**src/rtl/bc_pkg.sv**
```systemverilog
// Shared definitions for the bus-connect output block: destination codes
// and the default datapath width.
package bc_pkg;

    localparam int BC_DW = 16;

    typedef enum logic [1:0] {
        BC_DST_DM   = 2'b00,
        BC_DST_PS   = 2'b01,
        BC_DST_XB   = 2'b10,
        BC_DST_NONE = 2'b11
    } bc_dst_e;

endpackage

```
**src/rtl/bc_xb_fifo.sv**
```systemverilog
// Synchronous FIFO for the external-bus transmit path. The head entry is held
// in its own register so the output is flop-driven and stable under back-pressure.
module bc_xb_fifo #(
    parameter int W     = 16,
    parameter int DEPTH = 4,
    parameter int AW    = 2
) (
    input  logic          clk,
    input  logic          rst,
    input  logic          push,
    input  logic [W-1:0]  din,
    input  logic          pop,
    output logic [W-1:0]  dout,
    output logic          empty,
    output logic          full,
    output logic [AW:0]   cnt
);

    localparam logic [AW:0]   DEPTH_C   = (AW+1)'(DEPTH);
    localparam logic [AW:0]   CNT_ONE_C = (AW+1)'(1);
    localparam logic [AW-1:0] PTR_ONE_C = AW'(1);

    logic [W-1:0]  mem_r [DEPTH];
    logic [AW-1:0] wr_ptr_r;
    logic [AW-1:0] rd_ptr_r;
    logic [AW-1:0] rd_nxt_s;
    logic [AW:0]   cnt_r;
    logic [W-1:0]  head_r;
    logic [W-1:0]  head_nxt_s;
    logic          push_ok_s;
    logic          pop_ok_s;

    assign empty = (cnt_r == {(AW+1){1'b0}});
    assign full  = (cnt_r == DEPTH_C);
    assign cnt   = cnt_r;
    assign dout  = head_r;

    // Qualify requests and select the next head entry.
    always_comb begin
        push_ok_s  = push & ~full;
        pop_ok_s   = pop & ~empty;
        rd_nxt_s   = rd_ptr_r + PTR_ONE_C;
        head_nxt_s = head_r;
        if (pop_ok_s) begin
            // With one entry left, a concurrent push lands exactly at the new head.
            if (cnt_r > CNT_ONE_C) begin
                head_nxt_s = mem_r[rd_nxt_s];
            end else if (push_ok_s) begin
                head_nxt_s = din;
            end else begin
                head_nxt_s = head_r;
            end
        end else if (push_ok_s && empty) begin
            head_nxt_s = din;
        end else begin
            head_nxt_s = head_r;
        end
    end

    // Pointer and occupancy tracking.
    always_ff @(posedge clk or posedge rst) begin
        if (rst) begin
            wr_ptr_r <= {AW{1'b0}};
            rd_ptr_r <= {AW{1'b0}};
            cnt_r    <= {(AW+1){1'b0}};
        end else begin
            if (push_ok_s) begin
                wr_ptr_r <= wr_ptr_r + PTR_ONE_C;
            end
            if (pop_ok_s) begin
                rd_ptr_r <= rd_nxt_s;
            end
            case ({push_ok_s, pop_ok_s})
                2'b10:   cnt_r <= cnt_r + CNT_ONE_C;
                2'b01:   cnt_r <= cnt_r - CNT_ONE_C;
                default: cnt_r <= cnt_r;
            endcase
        end
    end

    // Entry storage and head register.
    always_ff @(posedge clk or posedge rst) begin
        if (rst) begin
            for (int i = 0; i < DEPTH; i++) begin
                mem_r[i] <= {W{1'b0}};
            end
            head_r <= {W{1'b0}};
        end else begin
            if (push_ok_s) begin
                mem_r[wr_ptr_r] <= din;
            end
            head_r <= head_nxt_s;
        end
    end

endmodule

```
**src/rtl/bc_dout.sv**
```systemverilog
// Bus-connect output router: register-file data to DM, PS/DAG or xb FIFO.
// Optional build macro BC_XB_PARITY_EN adds a per-entry parity bit on bc_xb_par.
module bc_dout
    import bc_pkg::*;
#(
    parameter int DW       = BC_DW,
    parameter int XB_DEPTH = 4,
    parameter int XB_AW    = 2
) (
    input  logic             clk_dcd,
    input  logic             reset,
    input  logic [DW-1:0]    rf_bc_dt,
    input  logic             ps_bc_do_en,
    input  logic [1:0]       ps_bc_do_sclt,
    output logic [DW-1:0]    bc_dm_dt,
    output logic             bc_dm_wen,
    output logic [DW-1:0]    bc_ps_dt,
    output logic             bc_ps_wen,
    output logic [DW-1:0]    bc_xb_dt,
    output logic             bc_xb_vld,
    input  logic             xb_bc_rdy,
    output logic             bc_ps_stall,
`ifdef BC_XB_PARITY_EN
    output logic             bc_xb_par,
`endif
    output logic [XB_AW:0]   bc_xb_cnt
);

`ifdef BC_XB_PARITY_EN
    localparam int FW = DW + 1;

    function automatic logic even_par(input logic [DW-1:0] d);
        return ^d;
    endfunction
`else
    localparam int FW = DW;
`endif

    logic          dm_sel_s;
    logic          ps_sel_s;
    logic          xb_req_s;
    logic          xb_push_s;
    logic          xb_pop_s;
    logic          xb_empty_s;
    logic          xb_full_s;
    logic [FW-1:0] xb_din_s;
    logic [FW-1:0] xb_dout_s;

    // Destination decode; only the listed codes strobe anything.
    always_comb begin
        dm_sel_s = 1'b0;
        ps_sel_s = 1'b0;
        xb_req_s = 1'b0;
        if (ps_bc_do_en) begin
            case (bc_dst_e'(ps_bc_do_sclt))
                BC_DST_DM:   dm_sel_s = 1'b1;
                BC_DST_PS:   ps_sel_s = 1'b1;
                BC_DST_XB:   xb_req_s = 1'b1;
                BC_DST_NONE: xb_req_s = 1'b0;
                default:     xb_req_s = 1'b0;
            endcase
        end else begin
            xb_req_s = 1'b0;
        end
    end

    assign bc_ps_stall = xb_full_s;
    assign bc_xb_vld   = ~xb_empty_s;
    assign xb_push_s   = xb_req_s & ~xb_full_s;
    assign xb_pop_s    = bc_xb_vld & xb_bc_rdy;

`ifdef BC_XB_PARITY_EN
    assign xb_din_s  = {even_par(rf_bc_dt), rf_bc_dt};
    assign bc_xb_dt  = xb_dout_s[DW-1:0];
    assign bc_xb_par = xb_dout_s[DW];
`else
    assign xb_din_s  = rf_bc_dt;
    assign bc_xb_dt  = xb_dout_s;
`endif

    // DM and PS write ports: one-cycle strobe, data held between writes.
    always_ff @(posedge clk_dcd or posedge reset) begin
        if (reset) begin
            bc_dm_dt  <= {DW{1'b0}};
            bc_dm_wen <= 1'b0;
            bc_ps_dt  <= {DW{1'b0}};
            bc_ps_wen <= 1'b0;
        end else begin
            bc_dm_wen <= dm_sel_s;
            bc_ps_wen <= ps_sel_s;
            if (dm_sel_s) begin
                bc_dm_dt <= rf_bc_dt;
            end
            if (ps_sel_s) begin
                bc_ps_dt <= rf_bc_dt;
            end
        end
    end

    bc_xb_fifo #(
        .W     (FW),
        .DEPTH (XB_DEPTH),
        .AW    (XB_AW)
    ) u_xb_fifo (
        .clk   (clk_dcd),
        .rst   (reset),
        .push  (xb_push_s),
        .din   (xb_din_s),
        .pop   (xb_pop_s),
        .dout  (xb_dout_s),
        .empty (xb_empty_s),
        .full  (xb_full_s),
        .cnt   (bc_xb_cnt)
    );

endmodule

```
**config.mk**
```make
export PLATFORM = sky130hd
export DESIGN_NAME = bc_dout
export DESIGN_NICKNAME = d
export VERILOG_FILES = /design/src/rtl/bc_pkg.sv /design/src/rtl/bc_xb_fifo.sv /design/src/rtl/bc_dout.sv
export SDC_FILE = /design/constraint.sdc
export NUM_CORES = 1
export LEC_CHECK = 0
export CORE_ASPECT_RATIO = 0.7
export CORE_MARGIN = 8
export CORE_UTILIZATION = 40
export CTS_CLUSTER_SIZE = 14
export DETAILED_ROUTE_END_ITERATION = 12
export SYNTH_ARGS = -nofsm -noshare
export SYNTH_HDL_FRONTEND = slang
export SYNTH_HIERARCHICAL = 1
export SYNTH_SLANG_ARGS = --single-unit
```
**constraint.sdc**
```tcl
create_clock -name clk_dcd -period 2.71 [get_ports clk_dcd]
set_input_delay 0.542 -clock clk_dcd [delete_from_list [all_inputs] [get_ports clk_dcd]]
set_output_delay 0.542 -clock clk_dcd [all_outputs]
set_load 0.1 [all_outputs]
```
* Yosys cells after proc, flatten, opt, wreduce, memory -nomap -nowiden
Cells that the tools add are included.
** Word-level totals
- Bits in registers :: 121
- Logic and storage cells :: 58
** Operators by class
- Reductions and logical operators :: 7
- Add/subtract/negate cells :: 4
- Equality and inequality tests :: 6
- $lt $le $gt $ge :: 4
- Muxes and demuxes :: 17
- Bitwise gates (word level) :: 8
** Operators by type and width (count)
- 16-bit 2-to-1 mux :: 7
- 64-bit bitwise mux :: 1
- 16-bit binary-select mux with 2-bit select :: 1
- 16-bit demux with 2-bit select :: 1
- 3-bit >= comparator (second input constant) :: 2
- 1-bit 2-to-1 mux :: 6
- 2-bit inverter with 3-bit output :: 2
- 3-bit case mux with 2 select lines :: 1
- 2-bit by 1-bit adder with 2-bit output (second input constant) :: 2
- 1-bit AND :: 4
- 2-bit by 1-bit equality test with 1-bit output (second input constant) :: 2
- 2-bit equality test (second input constant) :: 2
- 2-bit nonzero test :: 2
- 3-bit by 1-bit adder with 3-bit output (second input constant) :: 1
- 3-bit equality test (second input constant) :: 1
- 3-bit by 1-bit greater-than comparator with 1-bit output (second input constant) :: 1
- 3-bit logical NOT :: 1
- 3-bit by 1-bit < comparator with 1-bit output (second input constant) :: 1
- 3-bit by 2-bit inequality test with 1-bit output (second input constant) :: 1
- 3-bit by 1-bit subtractor with 3-bit output (second input constant) :: 1
- 1-bit logical AND :: 2
- 2-bit logical NOT :: 1
- 1-bit inverter :: 2
- 2-bit AND reduction :: 1

* Longest topological paths before layout
Gate-level depths: netlist of run 1.
- Depth in word-level cells :: 8
- Gate-level depth with buffers :: 11
- Depth with buffers taken out :: 10

* Cells and area by module
Netlist of run 1, hierarchy kept.
** Modules (own cells, without submodules)
- bc_xb_fifo :: times used 1, cells an instance 249, area an instance 4423.0 um^2, sequential area each 2177.1 um^2
- bc_dout :: times used 1, cells an instance 75, area an instance 1293.7 um^2, sequential area each 850.8 um^2

* Least setup slack after synthesis of run 1
No wires, ideal clock.
- Path type :: flip-flop to flip-flop
- Start point :: register u_xb_fifo.cnt_r[0], in the netlist u_xb_fifo/cnt[0]
- End point :: register u_xb_fifo.cnt_r[2], in the netlist u_xb_fifo/cnt[2]
- Clock period less this slack :: 3.318 ns
- Arrival time :: 3.151 ns
- Library setup time :: 0.167 ns
- Stages on the path, launching flop included :: 12
- Slack :: -0.608 ns
- Cells stage by stage :: dfrtp_1 > inv_2 > ha_1 > and2_4 > nor4bb_1 > nor2b_4 > buf_12 > inv_1 > ha_1 > mux2i_1 > nor2_1 > xor2_1
** Between the ends
- Longest elaborated chain between the ends :: 6
- Elaborated cells between the ends (all ways) :: 14
- Those cells by class :: 2 x add/sub; 3 x eq/ne; 1 x mux; 6 x bitwise; 2 x reduce/logical
** RTL lines
- from (decl) :: line bc_xb_fifo.sv:27 : logic [AW:0] cnt_r;
- from (signal assigned) :: line bc_xb_fifo.sv:65 : cnt_r <= {(AW+1){1'b0}};
- from (signal assigned) :: line bc_xb_fifo.sv:74 : 2'b10: cnt_r <= cnt_r + CNT_ONE_C;
- from (signal assigned) :: line bc_xb_fifo.sv:75 : 2'b01: cnt_r <= cnt_r - CNT_ONE_C;
- 3-bit equality test * :: line bc_xb_fifo.sv:34 : assign full = (cnt_r == DEPTH_C);
- net bc_ps_stall :: line bc_dout.sv:22 : output logic bc_ps_stall,
- 1-bit inverter * :: line bc_dout.sv:69 : assign xb_push_s = xb_req_s & ~xb_full_s;
- 1-bit AND * :: line bc_dout.sv:69
- net xb_push_s :: line bc_dout.sv:42 : logic xb_push_s;
- 1-bit AND * :: line bc_xb_fifo.sv:40 : push_ok_s = push & ~full;
- 2-bit by 1-bit equality test with 1-bit output or 2-bit equality test (tied branches) :: line bc_xb_fifo.sv:73 : case ({push_ok_s, pop_ok_s})
- 3-bit case mux with 2 select lines or 2-bit nonzero test (tied branches)
Mark *: on every way through the listed nets, which the timed path passes. The rest lies on a longest branch.
A chain may end at the register's enable or synchronous reset.

* Worst setup path after layout of run 1
- Start point :: register u_xb_fifo.cnt_r[1], in the netlist u_xb_fifo/cnt[1]
- End point :: register u_xb_fifo.head_r[12], in the netlist u_xb_fifo/dout[12]
** Between the ends
- Elaborated cells between the ends (all ways) :: 15
- Those cells by class :: 1 x order compare; 2 x eq/ne; 2 x mux; 6 x bitwise; 4 x reduce/logical
** RTL lines
- 3-bit logical NOT * :: line bc_xb_fifo.sv:33 : assign empty = (cnt_r == {(AW+1){1'b0}});
- net xb_empty_s :: line bc_dout.sv:44 : logic xb_empty_s;
- 1-bit inverter * :: line bc_dout.sv:68 : assign bc_xb_vld = ~xb_empty_s;
- 1-bit AND * :: line bc_dout.sv:70 : assign xb_pop_s = bc_xb_vld & xb_bc_rdy;
- net xb_pop_s :: line bc_dout.sv:43 : logic xb_pop_s;
- 1-bit AND * :: line bc_xb_fifo.sv:41 : pop_ok_s = pop & ~empty;
- 3-bit by 2-bit inequality test with 1-bit output (no line) or 2-bit nonzero test (tied branches)
- 2-bit AND reduction (no line)
- to (signal assigned) :: line bc_xb_fifo.sv:87 : head_r <= {W{1'b0}};
- to (signal assigned) :: line bc_xb_fifo.sv:92 : head_r <= head_nxt_s;
- to (decl) :: line bc_xb_fifo.sv:28 : logic [W-1:0] head_r;
Marks and branches as above.

==> results_dict.tcl, run 1 <==
set metrics [dict create \
    status "finished clean" \
    fp.dieW_microns 159 \
    grt_pass1_vias 3373 \
    maxCapViolCount 0 \
    path_clk_slew_ns 0.06 \
    port_buffers 76 \
    timing.final.crit_share 0.950 \
    cts_made_buffers 17 \
    stdcell_count 617 \
    wl_per_cell_microns 19.7 \
    via_per_inst 4.86 \
    fp.dieH_microns 116 \
    worstSetupEndpointType "flop" \
    final_nets 447 \
    vias 2996 \
    cts.sinks 121 \
    cts_root_buffer "clkbuf_16" \
    total_leakage_power_uw 0.00343 \
    synthArstFlopShare 1.00 \
    reg2reg_depth 7 \
    hold_depth 1 \
    cp_num_cells 7 \
    total_power_uw 9860 \
    ys.flop_type "dfrtp_1" \
    io_pins 77 \
    crit_family "multiplexers" \
    yosysTopAreaCell "dfrtp_1" \
    crit_slowest_cell "o21ai_4" \
    synth_edf_count 0 \
    ys_ff_latch 121 \
    synth_commonest_cells "dfrtp_1, mux2_2, mux2_4" \
    worst-path-buf-inv 1 \
    yosys_warnings 6 \
    firstDrtPassIters 4 \
    ant_nets 0 \
    syn_inst 324 \
    grt_max_degree 88 \
    arrival_ns 2.85 \
    synth_top_area_share 0.530 \
    slew_headroom 0.472 \
    track_usage 0.138 \
    cts.hold.buffers_added 0 \
    netlist_area_sq_mm 0.00572 \
    rsz0062_at_grt "no" \
    cts_tree "yes" \
    htreeDepth 4 \
    ys_seq_area_frac 0.530 \
    crit_path_max_incr_delay_ns 0.63 \
    slew_violations 0 \
    dieArea_sq_mm 0.0184 \
    dpl.hpwl_microns 7770 \
    cp_common_cell "mux2_2" \
    synth_area_leaders "dfrtp_1, mux2_4, mux2_2" \
    post-route-drc-count 0 \
    gp_routability_congestion 0.681 \
    cp_max_fo 16 \
    hold_violations 0 \
    dpl.cell_count 587 \
    fmax_mhz 389 \
    min_period_ns 2.57 \
    ir_drop_mv 0.586 \
    core_area_sq_mm 0.0140 \
    critical_path_class "reg -> reg" \
    drt_iter0_markers 118 \
    area_delta_synth_final_pct 25.5 \
    required_ns 2.99 \
    drive_gt1_frac 0.560 \
    placementRows 36 \
    cts_buffer_depth 2 \
    timing.hold.ws_ns 0.495 \
    tightest_slew_ns 0.789 \
    skew_ns 0.00822 \
    min_path_type "reg -> reg" \
    syn_nets 355 \
    ys_types 30 \
    n_antenna_cell 0 \
    setup.worst_path.start_class "flop" \
    antenna_found_initial 0 \
    drt_wl_total_microns 12100 \
    cts-resized-gates 0 \
    avgSynthCellArea_sq_um 17.6 \
    yosysMostFrequentCell "dfrtp_1" \
    cellPowerDensity_mw_per_mm2 1370 \
    post_cts_buffers 0 \
    gr-total-overflow 0 \
    clock_latency_ns 0.40 \
    crit_chain "inv_2, ha_1, nor2b_4, nor2b_1, o21ai_4, mux2_2, mux2_2" \
    grt_pass1_wl_microns 19600 \
    setup_viol 0 \
    initial_utilization 0.409 \
]
-- sequential cells by signal, indices dropped and copies added, names as in the netlist --
register	cells
bc_dm_dt	16
bc_dm_wen	1
bc_ps_dt	16
bc_ps_wen	1
u_xb_fifo/cnt	3
u_xb_fifo/dout	16
u_xb_fifo/mem_r	64
u_xb_fifo/rd_ptr_r	2
u_xb_fifo/wr_ptr_r	2
-- where the power goes --
group	total (uW)	leakage [uW]	switching, uW	internal [uW]
clock network	2380	0.000308	757	1620
registers	3010	0.00148	463	2540
logic	4480	0.00164	2650	1820
-- routing by layer --
| metal | GRT usage | vias to the layer above | wire length (microns) |
|---|---|---|---|
| met2 | 0.206 | 51 | 5560 |
| met5 | 0 | - | 0 |
| li1 | - | 1374 | - |
| met3 | 0.0369 | 6 | 418 |
| met1 | 0.190 | 1565 | 6090 |
| met4 | 0.0545 | 0 | 63 |
-- cell type report --
cell class / instances / area, sq um
clock inverter: 8 / 143
sequential: 121 / 3040
tap: 190 / 238
clock buffer: 22 / 484
fill: 1177 / 6790
inverter: 9 / 37.5
timing repair buffer: 86 / 761
multi-input combinational: 181 / 2480
-- path summary, 6_finish.rpt --
kind	startpoint	end	slack (ns)
worst max-delay path	u_xb_fifo/cnt[1]	u_xb_fifo/dout[12]	0.14
worst min-delay path	u_xb_fifo/mem_r[38]	u_xb_fifo/mem_r[38]	0.49
worst max register to register	u_xb_fifo/cnt[1]	u_xb_fifo/dout[12]	0.14
worst min register to register	u_xb_fifo/mem_r[38]	u_xb_fifo/mem_r[38]	0.49
max in group asynchronous	reset	bc_ps_dt[1]	1.58
min in group asynchronous	reset	bc_dm_dt[2]	0.60
-- placed cells by master, fill, tap and decap left out, types with 2 or more instances in the layout --
cell	count
inv_1	6
o21ai_0	2
buf_4	60
inv_2	2
mux2_4	55
clkbuf_16	17
bufinv_16	4
xor2_1	2
dfrtp_1	119
clkbuf_8	4
clkdlybuf4s50_1	21
ha_1	9
clkinvlp_4	2
nand2_8	4
mux2_2	73
clkinv_2	3
buf_12	5
dfrtp_4	2
nor2b_4	2
mux4_1	16
nand2_1	3
xnor2_1	4
-- cell families (layout without fill, tap and decap cells) --
| family | Yosys count | after routing | synth area share |
|---|---|---|---|
| buffers and inverters | 22 | 125 | 0.0381 |
| adders and majority gates | 9 | 9 | 0.0197 |
| DFF | 121 | 121 | 0.530 |
| xor gates and xnor gates | 6 | 6 | 0.00919 |
| muxes | 145 | 145 | 0.364 |
| AOI/OAI and AO/OA | 5 | 5 | 0.00744 |
| and+or+nand+nor | 16 | 16 | 0.0324 |
-- worst register-to-register path, cell delays in order (launching register included) --
cell and delay [ns]:
dfrtp_4 0.49, inv_2 0.09, ha_1 0.22, nor2b_4 0.22, nor2b_1 0.12, o21ai_4 0.63
mux2_2 0.42, mux2_2 0.26
-- per-stage QoR --
step | util | setup TNS [ns] | worst slack (ns) | cell area (sq um)
after floorplan | - | -0.107 | -0.107 | 5730
after global placement | 0.469 | 0 | 0.126 | 6550
after detailed placement | 0.469 | 0 | 0.105 | 6550
after CTS | 0.514 | 0 | 0.0793 | 7180
after global routing | 0.514 | 0 | 0.00775 | 7180
final | 0.514 | 0 | 0.136 | 7180
Power figures use the tool's default switching activity.
==> run 2: changes to the inputs <==
CORE_MARGIN = 2   (was 8)
TNS_END_PERCENT = 30   (was unset)
==> run 2 against run 1 <==
Compared with the run above:
- combinational power shrank 2%
- critical path type unchanged
- global-route usage grew 2.8 points
- clock power grew 6%
- highest routed layer unchanged
- core utilization grew 0.20 points
==> results_dict.tcl, run 2 (same netlist as run 1, synthesis figures left out) <==
set metrics [dict create \
    grtUsageMet2 0.253 \
    cts_tree "yes" \
    p_int_uw 6060 \
    worst-path-buf-inv 1 \
    port_buffers 76 \
    r2r_start "u_xb_fifo/cnt[0]" \
    area_delta_synth_final_pct 25.6 \
    placementRows 36 \
    p_clk_frac 0.254 \
    combPwrFrac 0.442 \
    dpl.hpwl_microns 7710 \
    grt_max_degree 51 \
    seqPwrFrac 0.304 \
    r2r_slack_ns 0.13 \
    cts.hold.buffers_added 0 \
    setup_slack_ns 0.129 \
    critical_path_class "reg -> reg" \
    final_core_utilization 0.516 \
    grt_pass1_wl_microns 19500 \
    htreeDepth 4 \
    layout_commonest_cell "dfrtp_1" \
    gr-usage-met1 0.233 \
    dpl.cell_count 585 \
    fp.dieW_microns 147 \
    drt_iter0_markers 128 \
    ant_nets 0 \
    required_ns 3.00 \
    io_pins 77 \
    vias 3060 \
    slew_headroom 0.243 \
    reg2reg_to "u_xb_fifo/dout[13]" \
    hold_violations 0 \
    wl_per_cell_microns 19.2 \
    status "finished clean" \
    min_path_type "in -> async" \
    fmax_mhz 387 \
    cts_root_buffer "clkbuf_16" \
    cp_max_fo 16 \
    final_area_sq_mm 0.00718 \
    setup_viol 0 \
    final_nets 445 \
    path_clk_slew_ns 0.06 \
    setup.worst_path.start_class "flop" \
    regMostFlops "u_xb_fifo/mem_r" \
    cellPowerDensity_mw_per_mm2 1390 \
    n_antenna_cell 0 \
    gr-total-overflow 0 \
    core_area_sq_mm 0.0139 \
    post-route-drc-count 0 \
    stdcell_count 617 \
    track_usage 0.167 \
    cp_common_cell "mux2_2" \
    maxCapViolCount 0 \
    cp_num_cells 7 \
    met3_usage 0.0461 \
    drt_wl_total_microns 11800 \
    reg2reg_depth 7 \
    via_per_inst 4.96 \
    post-place-ws_ns 0.0990 \
    crit_slowest_cell "o21ai_4" \
    fp.dieH_microns 104 \
    cts_made_buffers 17 \
    busiest_layer "met2" \
    crit_end "u_xb_fifo/dout[13]" \
    antenna_found_initial 0 \
    crit_chain "inv_2, ha_1, nor2b_4, nor2b_1, o21ai_4, mux2_2, mux2_2" \
    clock_latency_ns 0.41 \
    switching_share 0.393 \
    ir_drop_mv 0.631 \
    final_cell_mix "dfrtp_1, mux2_2, buf_4" \
    timing.hold.ws_ns 0.464 \
    tightest_slew_ns 1.14 \
    total_leakage_power_uw 0.00343 \
    placed_cell_area_sq_mm 0.00651 \
    arrival_ns 2.87 \
    rsz0062_at_grt "no" \
    worstSetupEndpointType "flop" \
    dieArea_sq_mm 0.0153 \
    skew_ns 0.00993 \
    drive_gt1_frac 0.560 \
    crit_family "multiplexers" \
    firstDrtPassIters 6 \
    startpoint "u_xb_fifo/cnt[0]" \
    largest_reg_flops 64 \
    gp_routability_congestion 0.691 \
    grt_pass1_vias 3432 \
    cts_buffer_depth 2 \
    initial_utilization 0.411 \
    min_period_ns 2.58 \
    post_cts_buffers 0 \
    crit_path_max_incr_delay_ns 0.66 \
    cts.sinks 121 \
    slew_violations 0 \
    cts-resized-gates 0 \
    switching_power_uw 3920 \
    timing.final.crit_share 0.953 \
]
==> run 2: cell count changes in the layout (fill, tap and decap cells not counted) <==
cell	before	now
bufinv_16	4	5
buf_12	5	3
clkinvlp_4	2	3
clkinv_4	0	1
clkinv_2	3	1
inv_6	0	1
==> run 2: per-layer routing <==
layer,share of wire,routed length (microns)
met3,0.039,464
met4,0.0092,109
met5,0,0
met1,0.49,5770
met2,0.46,5500
==> run 2: worst min path at each step <==
stage,endpoint,slack [ns]
floorplan,u_xb_fifo/mem_r[10],0.47
global placement,u_xb_fifo/mem_r[36],0.48
detailed placement,u_xb_fifo/mem_r[36],0.49
CTS,u_xb_fifo/mem_r[39],0.46
global route,u_xb_fifo/mem_r[39],0.48
finish,u_xb_fifo/mem_r[55],0.46
==> run 2: area by class of cell <==
class,count,area (sq um)
tap,190,238
multi-input combinational,181,2480
sequential,121,3040
inverter,9,37.5
clock buffer,22,484
clock inverter,10,188
timing repair buffer,84,721
fill,1153,6740
==> run 2: power groups by stage <==
stage | logic (uW) | registers, uW | clock network [uW]
6_report | 4410 | 3030 | 2530
5_1_grt | 4630 | 3130 | 2660
4_1_cts | 4460 | 3030 | 2580
3_5_place_dp | 4450 | 3040 | 0
3_3_place_gp | 4370 | 3010 | 0
2_1_floorplan | 2130 | 4500 | 0
==> run 2: metrics by stage <==
stage                     TNS (ns)  power, uW
after global placement           0       7370
after CTS                        0      10100
after floorplan             -0.107       6630
after global routing             0      10400
final                            0       9980
after detailed placement         0       7480
